[src/rtl/tap_ctrl_multi.sv]
`default_nettype none
// ============================================================================
// Module   : tap_ctrl_multi
// Brief    : IEEE 1149.1 TAP controller with one-hot DR chain select and an
//            optional 32-bit IDCODE register enabled by macro TAP_IDCODE_EN.
// Revision : 1.0
// ============================================================================
module tap_ctrl_multi #(
    parameter int                  IR_WIDTH   = 4,
    parameter int                  NUM_CHAINS = 3,
    parameter logic [IR_WIDTH-1:0] IDCODE_OP  = IR_WIDTH'(4'hE),
    parameter logic [31:0]         IDCODE_VAL = 32'h1000_0001
) (
    input  logic                  TCK,
    input  logic                  TRST_b,
    input  logic                  TMS,
    input  logic                  TDI,
    output logic                  TDO,
    output logic                  tdo_en,
    input  logic [NUM_CHAINS-1:0] chain_tdo,
    output logic [NUM_CHAINS-1:0] chain_sel,
    output logic                  capture_dr,
    output logic                  shift_dr,
    output logic                  update_dr,
    output logic [IR_WIDTH-1:0]   ir_q,
    output logic [3:0]            tap_state
);

    typedef enum logic [3:0] {
        S_TLR     = 4'hF,
        S_RTI     = 4'hC,
        S_SEL_DR  = 4'h7,
        S_CAP_DR  = 4'h6,
        S_SH_DR   = 4'h2,
        S_EX1_DR  = 4'h1,
        S_PAU_DR  = 4'h3,
        S_EX2_DR  = 4'h0,
        S_UPD_DR  = 4'h5,
        S_SEL_IR  = 4'h4,
        S_CAP_IR  = 4'hE,
        S_SH_IR   = 4'hA,
        S_EX1_IR  = 4'h9,
        S_PAU_IR  = 4'hB,
        S_EX2_IR  = 4'h8,
        S_UPD_IR  = 4'hD
    } tap_state_t;

`ifdef TAP_IDCODE_EN
    localparam logic [IR_WIDTH-1:0] c_default_ir = IDCODE_OP;
`else
    localparam logic [IR_WIDTH-1:0] c_default_ir = '1;
`endif

    tap_state_t            r_state;
    logic [IR_WIDTH-1:0]   r_ir_sr;
    logic [IR_WIDTH-1:0]   r_ir_q;
    logic                  r_bypass;
    logic                  r_tdo;
    logic                  r_tdo_en;
    logic                  w_idcode_sel;
    logic                  w_idcode_bit;
    logic                  w_chain_active;
    logic                  w_dr_tdo;

    always_ff @(posedge TCK or negedge TRST_b) begin
        if (!TRST_b) begin
            r_state <= S_TLR;
        end else begin
            case (r_state)
                S_TLR:    r_state <= TMS ? S_TLR    : S_RTI;
                S_RTI:    r_state <= TMS ? S_SEL_DR : S_RTI;
                S_SEL_DR: r_state <= TMS ? S_SEL_IR : S_CAP_DR;
                S_CAP_DR: r_state <= TMS ? S_EX1_DR : S_SH_DR;
                S_SH_DR:  r_state <= TMS ? S_EX1_DR : S_SH_DR;
                S_EX1_DR: r_state <= TMS ? S_UPD_DR : S_PAU_DR;
                S_PAU_DR: r_state <= TMS ? S_EX2_DR : S_PAU_DR;
                S_EX2_DR: r_state <= TMS ? S_UPD_DR : S_SH_DR;
                S_UPD_DR: r_state <= TMS ? S_SEL_DR : S_RTI;
                S_SEL_IR: r_state <= TMS ? S_TLR    : S_CAP_IR;
                S_CAP_IR: r_state <= TMS ? S_EX1_IR : S_SH_IR;
                S_SH_IR:  r_state <= TMS ? S_EX1_IR : S_SH_IR;
                S_EX1_IR: r_state <= TMS ? S_UPD_IR : S_PAU_IR;
                S_PAU_IR: r_state <= TMS ? S_EX2_IR : S_PAU_IR;
                S_EX2_IR: r_state <= TMS ? S_UPD_IR : S_SH_IR;
                S_UPD_IR: r_state <= TMS ? S_SEL_DR : S_RTI;
                default:  r_state <= S_TLR;
            endcase
        end
    end

    assign tap_state = r_state;

    // IR shift register; Pause/Exit states simply hold it
    always_ff @(posedge TCK or negedge TRST_b) begin
        if (!TRST_b) begin
            r_ir_sr <= c_default_ir;
        end else begin
            case (r_state)
                S_TLR:    r_ir_sr <= c_default_ir;
                S_CAP_IR: r_ir_sr <= IR_WIDTH'(2'b01);
                S_SH_IR:  r_ir_sr <= {TDI, r_ir_sr[IR_WIDTH-1:1]};
                default:  ;
            endcase
        end
    end

    always_ff @(posedge TCK or negedge TRST_b) begin
        if (!TRST_b) begin
            r_bypass <= 1'b0;
        end else begin
            case (r_state)
                S_TLR:    r_bypass <= 1'b0;
                S_CAP_DR: r_bypass <= 1'b0;
                S_SH_DR:  r_bypass <= TDI;
                default:  ;
            endcase
        end
    end

`ifdef TAP_IDCODE_EN
    logic [31:0] r_idcode_sr;

    always_ff @(posedge TCK or negedge TRST_b) begin
        if (!TRST_b) begin
            r_idcode_sr <= IDCODE_VAL;
        end else begin
            case (r_state)
                S_CAP_DR: r_idcode_sr <= IDCODE_VAL;
                S_SH_DR:  r_idcode_sr <= {TDI, r_idcode_sr[31:1]};
                default:  ;
            endcase
        end
    end

    assign w_idcode_sel = (r_ir_q == IDCODE_OP);
    assign w_idcode_bit = r_idcode_sr[0];
`else
    logic w_unused_idcode_cfg;
    assign w_unused_idcode_cfg = ^{IDCODE_OP, IDCODE_VAL};
    assign w_idcode_sel        = 1'b0;
    assign w_idcode_bit        = 1'b0;
`endif

    for (genvar k = 0; k < NUM_CHAINS; k++) begin : g_chain_sel
        assign chain_sel[k] = (r_ir_q == IR_WIDTH'(k));
    end

    assign w_chain_active = |chain_sel;
    assign capture_dr     = (r_state == S_CAP_DR) && w_chain_active;
    assign shift_dr       = (r_state == S_SH_DR)  && w_chain_active;
    assign update_dr      = (r_state == S_UPD_DR) && w_chain_active;

    always_comb begin
        w_dr_tdo = r_bypass;
        if (w_chain_active) begin
            w_dr_tdo = |(chain_tdo & chain_sel);
        end else if (w_idcode_sel) begin
            w_dr_tdo = w_idcode_bit;
        end
    end

    // Falling-edge side: TDO/tdo_en and the active instruction
    always_ff @(negedge TCK or negedge TRST_b) begin
        if (!TRST_b) begin
            r_tdo    <= 1'b0;
            r_tdo_en <= 1'b0;
            r_ir_q   <= c_default_ir;
        end else begin
            r_tdo    <= 1'b0;
            r_tdo_en <= 1'b0;
            case (r_state)
                S_SH_IR: begin
                    r_tdo    <= r_ir_sr[0];
                    r_tdo_en <= 1'b1;
                end
                S_SH_DR: begin
                    r_tdo    <= w_dr_tdo;
                    r_tdo_en <= 1'b1;
                end
                S_UPD_IR: r_ir_q <= r_ir_sr;
                S_TLR:    r_ir_q <= c_default_ir;
                default:  ;
            endcase
        end
    end

    assign TDO    = r_tdo;
    assign tdo_en = r_tdo_en;
    assign ir_q   = r_ir_q;

endmodule
`default_nettype wire

[config.mk]
export PLATFORM = sky130hd
export DESIGN_NAME = tap_ctrl_multi
export DESIGN_NICKNAME = d
export VERILOG_FILES = /design/src/rtl/tap_ctrl_multi.sv
export SDC_FILE = /design/constraint.sdc
export NUM_CORES = 1
export LEC_CHECK = 0
export ABC_AREA = 0
export ABC_CLOCK_PERIOD_IN_PS = 2100
export BUFFER_PORTS_ARGS = -buffer_cell sky130_fd_sc_hd__clkbuf_2
export CAP_MARGIN = 20
export CELL_PAD_IN_SITES_DETAIL_PLACEMENT = 1
export CELL_PAD_IN_SITES_GLOBAL_PLACEMENT = 1
export CORE_AREA = 4 4 65 61
export DETAILED_ROUTE_END_ITERATION = 16
export DIE_AREA = 0 0 69 65
export PLACE_DENSITY_LB_ADDON = 0.1
export SLEW_MARGIN = 20
export SYNTH_ARGS = -nofsm -noshare
export SYNTH_HDL_FRONTEND = slang
export SYNTH_SLANG_ARGS = --single-unit
[constraint.sdc]
create_clock -name TCK -period 2.1 [get_ports TCK]
set_input_delay 0.315 -clock TCK [delete_from_list [all_inputs] [get_ports TCK]]
set_output_delay 0.315 -clock TCK [all_outputs]
set_load 0.1 [all_outputs]
==> impl_metrics.csv <==
group,metric,value,unit
placed_design,dp_hpwl,1960,um
grt,grt_start_max_net_pins,12,
cells_and_area,multi_input_area,527,um2
sta,grt_setup_unrepaired,"true",
detailed_routing,drt_iter0_drc,21,
grt,grt_overflow,0,
grt,track_usage,12.6,%
hold_path,hold_class,"primary input to async pin",
sta,worst_slew_pin_slew,0.546,ns
die,initial_utilization,24.1,%
grt,grt.busiest_layer,"met2",
synthesis,synth_top_flop_cell,"dfstp_2",
die,row_count,20,
synthesis,synthesis.nets,91,
cells_and_area,nets,137,
grt,use_met3,3.57,%
cells_and_area,drive_gt1_share,62.0,%
sta,timing.final.ws_setup,-0.825,ns
clock_tree,cts_buffer_depth,2,
detailed_routing,wl,2590,um
setup_path,cp-start-kind,"flop",
synthesis,synthTopCellsByArea,"dfstp_2 40%, dfrtn_1 6.3%, nor2_1 5.2%",
die,num_io_pins,23,
clock_tree,cts_sinks,15,
cells_and_area,seqCellArea,420,um2
setup_path,path_max_fanout,7,
die,die_h,65,um
cells_and_area,stdcell_area,0.00157,mm2
sta,setup_violations,13,
synthesis,synth_edf_count,0,
run_status,run_status,"complete, but fails checks",
setup_path,path_class,"flop to output pin",
detailed_routing,viasPerCell,4.61,
clock_tree,cts_tree,"built",
grt,grt_first_pass_wirelength,4400,um
setup_path,r2r_setup_slack,-0.01,ns
clock_tree,postCtsHoldBufs,0,
synthesis,synth_area_leader_cell,"dfstp_2",
clock_tree,cts-buffers-inserted,3,
die,fp.dieArea,0.00449,mm2
synthesis,ys_ff_latch,15,
die,core_area,0.00330,mm2
synthesis,synthCells,84,
setup_path,worstPathRequired,1.78,ns
cells_and_area,nFillCells,356,
clock_tree,htree_levels,1,
sta,relSlewSlack,63.8,%
synthesis,synth-async-reset-ratio,100,%
synthesis,yosys_warnings,0,
sta,finalHoldViolCount,0,
grt,grt_pass1_vias,842,
clock_tree,clock_latency,0.33,ns
synthesis,synth_area,797,um2
placed_design,numPlacedInstances,159,
synthesis,synth_common_cells,"12 x dfstp_2, 11 x nor2_1, 10 x nand2_1",
detailed_routing,wl_per_cell,15.0,um
die,die-width,69,um
synthesis,synth_top_area_share,39.6,%
placed_design,gp_congestion,0.728,
placed_design,place_area,0.00135,mm2
run,drv_cap,0,
run_status,violations,"setup timing",
setup_path,end_kind,"output pin",
detailed_routing,via_count,797,
synthesis,synth_most_common_cell,"dfstp_2",
grt,grt_use_met2,21.4,%
sta,clock_skew,0.0798,ns
synthesis,syn_area_per_cell,9.49,um2
grt,antenna_found_initial,0,
cells_and_area,instances_no_fill,173,
detailed_routing,first_pass_iters,4,
placed_design,port_buffers,22,
sta,drv_slew,0,
detailed_routing,route.detailed.drc,0,
cells_and_area,syn_to_final_growth,97.3,%
cells_and_area,antenna_cells,0,
detailed_routing,ant_nets,0,
clock_tree,path_clk_slew,0.06,ns
synthesis,yosysSeqAreaShare,49.0,%
setup_path,crit_arrival,2.61,ns
clock_tree,clockRootBuffer,"clkbuf_8",
grt,use_met1,15.8,%
synthesis,synth.distinct_cells,31,
kinds of logic after synthesis:
kind of cell           Yosys count  share of synthesized area [%]
and+or+nand+nor                 35                           22.1
AOI/OAI and AO/OA               26                           23.7
DFF                             15                           49.0
buffers and inverters            8                           5.18
sequential cells by signal, summed over array words and instances, names as in the netlist:
signal,count
ir_q,4
r_ir_sr,4
tap_state,4
TDO,1
r_bypass,1
tdo_en,1
what timing repair did:
action	4_1_cts	5_1_grt
resized for setup	13	10
setup endpoints to repair	13	17
setup buffers	6	1
pin swaps	2	7
layer usage:
layer | share of wire [%] | up-vias
met1 | 43 | 382
met3 | 5.0 | 4
met2 | 51 | 19
met4 | 0.96 | 0
li1 | - | 392
met5 | 0 | -
final cells by class:
type | count | share of cell area [%]
sequential | 15 | 26.7
tap | 44 | 3.50
timing repair buffer | 42 | 30.4
clock buffer | 4 | 4.22
clock inverter | 4 | 0.955
multi-input combinational | 61 | 33.5
inverter | 3 | 0.716
cells in the final DEF (no fill, tap or decap), types with 2 or more instances in the layout:
cell type / instances
buf_8: 3
o21ai_0: 3
inv_1: 7
o31ai_1: 2
nand2b_4: 2
dfstp_2: 4
clkbuf_2: 10
nor4b_4: 3
clkbuf_8: 3
nor3_4: 3
nor2_1: 10
buf_4: 13
buf_12: 12
dfstp_4: 8
o21ai_2: 4
a2bb2oi_1: 4
nand2_2: 4
buf_6: 4
nand2_1: 6
dfrtn_1: 2
metrics by stage:
step / worst slack, ns / utilization [%] / hold WS (ns) / TNS (ns)
after CTS: -0.836 / 46.3 / 0.134 / -7.45
after detailed placement: -0.696 / 40.9 / 0.404 / -4.58
after global routing: -0.897 / 47.6 / 0.166 / -8.23
after floorplan: -1.18 / - / 0.0194 / -9.01
after global placement: -0.677 / 40.9 / 0.398 / -4.45
final: -0.825 / 47.6 / 0.131 / -7.42
critical path: stages, from the launching register on:
cell     delay [ns]
dfstp_4        0.62
buf_6          0.15
nor4b_4        0.25
buf_12         0.21
path summary, 6_finish.rpt:
kind	to	cells after the start	start
hold / removal	r_bypass$_DFFE_PN0P_	2	TRST_b
setup / recovery	chain_sel[1]	3	ir_q[0]$_DFFE_NN1P_
setup reg to reg	TDO$_DFF_NN0_	3	tap_state[0]$_DFF_PN1_
min in group TCK	r_ir_sr[3]$_DFFE_PN1P_	3	TDI
hold reg to reg	r_bypass$_DFFE_PN0P_	2	r_bypass$_DFFE_PN0P_
max in group asynchronous	ir_q[0]$_DFFE_NN1P_	1	TRST_b
Power is left out: the tool's default activity adds up to more than one toggle a clock period on the data nets, which glitch-free logic cannot reach.
